==> src/rtl/sort_chk_pkg.sv <==
// Shared constants for the sort result checker: FSM encoding, default window, response tag.
package sort_chk_pkg;
  localparam logic [2:0] S_IDLE      = 3'd0;
  localparam logic [2:0] S_RD_BEFORE = 3'd1;
  localparam logic [2:0] S_RD_AFTER  = 3'd2;
  localparam logic [2:0] S_DRAIN     = 3'd3;
  localparam logic [2:0] S_DONE      = 3'd4;

  localparam int unsigned DEF_BEFORE_BASE = 1;
  localparam int unsigned DEF_AFTER_BASE  = 11;
  localparam int unsigned DEF_COUNT       = 10;
  localparam int unsigned DEF_WORD_BYTES  = 8;

  // Travels one cycle behind a read request so the returned word can be classified.
  typedef struct packed {
    logic       vld;
    logic       sel_after;
    logic       first;
    logic [7:0] idx;
  } rsp_tag_t;
endpackage

==> src/rtl/sort_chk_accum.sv <==
// Checksum accumulators, previous-word register and first order-violation capture.
// Optional SORT_CHK_XOR_EN adds XOR signatures folded into the mismatch flag.
module sort_chk_accum
  import sort_chk_pkg::*;
#(
  parameter int unsigned DATA_W = 64
) (
  input  logic              clk,
  input  logic              rst,
  input  logic              clr,
  input  rsp_tag_t          tag,
  input  logic [DATA_W-1:0] data,
  output logic [7:0]        fail_idx,
  output logic              mismatch
);
  logic [DATA_W-1:0] sum_b, sum_a, prev;

  always_ff @(posedge clk or negedge rst) begin
    if (!rst) begin
      sum_b    <= '0;
      sum_a    <= '0;
      prev     <= '0;
      fail_idx <= '0;
    end else if (clr) begin
      sum_b    <= '0;
      sum_a    <= '0;
      prev     <= '0;
      fail_idx <= '0;
    end else if (tag.vld) begin
      if (!tag.sel_after) begin
        sum_b <= sum_b + data;
      end else begin
        sum_a <= sum_a + data;
        prev  <= data;
        // Equal neighbours are fine; only the first descent is recorded.
        if (!tag.first && ($signed(data) < $signed(prev)) && (fail_idx == 8'd0))
          fail_idx <= tag.idx;
      end
    end
  end

`ifdef SORT_CHK_XOR_EN
  logic [DATA_W-1:0] xor_b, xor_a;

  always_ff @(posedge clk or negedge rst) begin
    if (!rst) begin
      xor_b <= '0;
      xor_a <= '0;
    end else if (clr) begin
      xor_b <= '0;
      xor_a <= '0;
    end else if (tag.vld) begin
      if (!tag.sel_after) xor_b <= xor_b ^ data;
      else                xor_a <= xor_a ^ data;
    end
  end

  assign mismatch = (sum_a != sum_b) || (xor_a != xor_b);
`else
  assign mismatch = (sum_a != sum_b);
`endif
endmodule

==> config.mk <==
export PLATFORM = sky130hd
export DESIGN_NAME = sort_chk_accum
export DESIGN_NICKNAME = d
export VERILOG_FILES = /design/src/rtl/sort_chk_pkg.sv /design/src/rtl/sort_chk_accum.sv
export SDC_FILE = /design/constraint.sdc
export NUM_CORES = 1
export LEC_CHECK = 0
export ABC_AREA = 1
export BUFFER_PORTS_ARGS = -buffer_cell sky130_fd_sc_hd__buf_2
export CAP_MARGIN = 20
export CORE_UTILIZATION = 40
export DETAILED_ROUTE_END_ITERATION = 7
export GPL_TIMING_DRIVEN = 0
export HOLD_SLACK_MARGIN = 0.08
export PLACE_DENSITY = 0.57
export SKIP_CTS_REPAIR_TIMING = 1
export SYNTH_ARGS = -nofsm -noshare
export SYNTH_HDL_FRONTEND = slang
export SYNTH_SLANG_ARGS = --single-unit
==> constraint.sdc <==
create_clock -name clk -period 3 [get_ports clk]
set_clock_uncertainty 0.1 [all_clocks]
set_input_delay 0.6 -clock clk [delete_from_list [all_inputs] [get_ports clk]]
set_output_delay 0.6 -clock clk [all_outputs]
set_load 0.03 [all_outputs]
==> summary.txt <==
Status
  – Run status: finished with violations
  – Failing checks: negative setup slack

Layout
  – Nets: 3306
  – Area delta synth->final: 10.6%
  – Multi-input logic area: 0.0124 sq mm
  – Most frequent cells in the layout: nand2_1, inv_1, nor2_1
  – Fill cells: between 4000 and 5000
  – Most common cell after layout, fill and taps aside: nand2_1
  – Diodes inserted: 0
  – Layout cells sized above 1: around 6%
  – Register area: 0.00501 sq mm

Setup path
  – Worst R2R Path Depth: 15
  – Reg2reg setup slack: between 0.1 and 0.15 ns
  – Slowest stage cell, crit path: dfrtp_1
  – Worst Setup Start Kind: flop
  – CP Capture Type: output port
  – Setup Crit Path Kind: flop to output port
  – Critical Path RT: 2.30 ns
  – Crit path DAT: 2.32 ns
  – FF-to-FF End: sum_b[48]
  – Worst r2r src: sum_b[0]
  – CP cell instances: xor2_1 > nor4_2 > nand4_1 > nor2_1 > nand2_1 > buf_6
  – CP Max Fanout: 3
  – Delay of the slowest critical-path stage: approximately 0.5 ns

Clocking
  – Htree depth: 4
  – Later-pin clock latency in the skew report: approximately 0.5 ns
  – TritonCTS buffer count: 17
  – Worst-case clock buffer depth: 2
  – Clock transition at path regs: approximately 0.080 ns
  – CTS root buffer: clkbuf_16
  – Clk sink count: 200
  – CTS tree: built

Floorplan
  – Chip Width: around 220 microns
  – I/O pins: 87
  – Core area: 0.0466 sq mm
  – Die area: ~0.048 sq mm
  – Cell Rows: 79
  – Initial core utilization: 40.6%
  – Die H: 219 microns

GRT
  – First-pass GRT wire length: 117000 microns
  – Initial antenna violation count: 1
  – Vias in the first global route: 19244
  – Grt total ovfl: 0
  – Largest net degree at the start of global routing: 84
  – GRT Util Overall: 33.7%

Timing
  – Tmin final: 3.02 ns
  – Fmax: 0.331 GHz
  – Endpoints failing hold: 0
  – Setup ws final: -0.0247 ns
  – Fin crit share: 101%
  – Endpoints failing setup: 1
  – Worst-margin pin slew: 0.935 ns
  – Rel. slew slack: 37.6%
  – Setup total negative slack: -0.0247 ns
  – Final-report max-slew violation count: 0

Worst hold path
  – Hold Crit Start: tag[4]
  – Worst hold path type: input port to flop
  – Hold Path End: fail_idx[4]
  – Hold path depth: 3

Synth
  – Mean Syn Cell Area: about 6.4 sq um
  – Yosys top cell by area: dfrtp_1
  – Ys Warns: 0
  – Syn nets: about 3200
  – Synth unique cells: 49
  – Top cell type's share of synthesized area: 26.5%
  – Asr flop ratio synth: 100%
  – Mapped cell area: 0.0189 sq mm
  – Seq/Total Area, Yosys: between 20% and 30%
  – Synthesized flop and latch total: 200
  – Synth Instances: 2929
  – Top cells by area, synth: dfrtp_1, nand2_1, ha_1
  – Post-synth EDFFs: 0
  – Main synth FF type: dfrtp_1

Pwr
  – VDD IR max: 0.512 mV
  – P_leak: 10.5 nW
  – Pwr dens: approximately 410 mW/mm^2

Routing
  – Drt total wl: 80400 microns
  – Drt pass-1 iters: 6
  – # DRC: 0
  – DR iter-0 viols: 1878
  – Final ANT Viol Nets: 0
  – Via-per-instance ratio: 5.61
  – Routed vias: about 20000
  – Wire length per cell: 22.0 microns

Place
  – Placement Setup Slack: -0.429 ns
  – DPL Wire Length: roughly 67000 microns
  – # port buffers: 85
  – GP Congestion: between 1 and 1.5

Job
  – Max_cap viols: 0
==> final cells by class <==
| cell class | count | share of cell area [%] |
|---|---|---|
| repair buffers | 89 | 2.46 |
| clock buffers | 17 | 2.04 |
| inverters | 383 | 6.88 |
| well taps | 607 | 3.64 |
| clock inverters | 15 | 0.881 |
| flip-flops and latches | 200 | 24.0 |
| plain buffers | 40 | 0.803 |
| multi-input cells | 2306 | 59.3 |
==> cells in the mapped netlist (3+ instances only) <==
master    count
inv_1       380
nand4_1      22
a21boi_0     11
a21o_1       32
buf_1         3
clkbuf_1     28
o21bai_1     19
buf_2         8
dfrtp_1     200
nand2_2       6
o22ai_1      10
nor4_1       23
o21ai_2       3
nor2_1      357
a221oi_1      6
nor3_1       27
a21oi_1     255
a211oi_1      3
o21ai_1      17
a22o_1        4
nand3_1     133
nor4_2        3
nand3b_1      6
o21a_1       15
xor2_1       58
o211ai_1      5
o21ai_0     263
o31ai_1       4
a31oi_1      25
nand2_1     788
ha_1        189
==> per-layer routing <==
layer  track usage [%]  part of all wire (%)
met1              47.2                    45
met5                 0                 0.015
met4              11.9                   3.4
met3              5.17                   8.0
met2              52.2                    43
==> worst max-delay path by stage <==
stage                   start        end  slack (ns)  cells after the start
finish              sum_a[22]   mismatch       -0.02                      6
global route        sum_a[22]   mismatch       -0.05                      6
CTS                 sum_a[35]   mismatch       -0.23                      6
detailed placement    data[0]  sum_b[42]       -0.43                     14
global placement          rst  sum_b[54]       -2.67                      1
floorplan             data[0]  sum_b[44]        0.52                     14
==> critical path: cells and delay by family, from the launching register on <==
kind | cells | cell delay [ns]
xor gates and xnor gates | 1 | 0.27
buffers and inverters | 1 | 0.18
DFF | 1 | 0.50
and+or+nand+nor | 4 | 0.87
==> through the flow <==
| stage | power [W] | cells | hold WS [ns] | instance area [sq um] | utilization (%) |
|---|---|---|---|---|---|
| after global routing | 0.00891 | 3657 | 0.204 | 20900 | 44.9 |
| after detailed placement | 0.00584 | 3623 | 0.386 | 20100 | 43.3 |
| after floorplan | 0.00476 | 2929 | 0.204 | 18900 | - |
| final | 0.00849 | 3657 | 0.225 | 20900 | 44.9 |
| after global placement | 0.00579 | 3621 | 0.369 | 20100 | 43.1 |
| after CTS | 0.00843 | 3655 | -0.147 | 20700 | 44.6 |
==> sequential cells by signal, indices dropped and copies added (netlist names) <==
signal and cells:
prev 64, sum_a 64, sum_b 64, fail_idx 8
==> logic make-up after synthesis <==
kind of cell | count (synthesis) | synth area share, %
and+or+nand+nor | 1375 | 29.6
AOI/OAI and AO/OA | 681 | 20.0
buffers and inverters | 423 | 8.50
DFF | 200 | 26.5
adders and majority gates | 191 | 12.7
xor gates and xnor gates | 59 | 2.74
==> power breakdown <==
part | internal, W | total, W | leakage (nW) | switching (W)
Combinational | 0.000851 | 0.00283 | 7.50 | 0.00197
Clock | 0.00127 | 0.00258 | 0.298 | 0.00131
Sequential | 0.00286 | 0.00308 | 2.71 | 0.000222
Power figures use the tool's default switching activity.
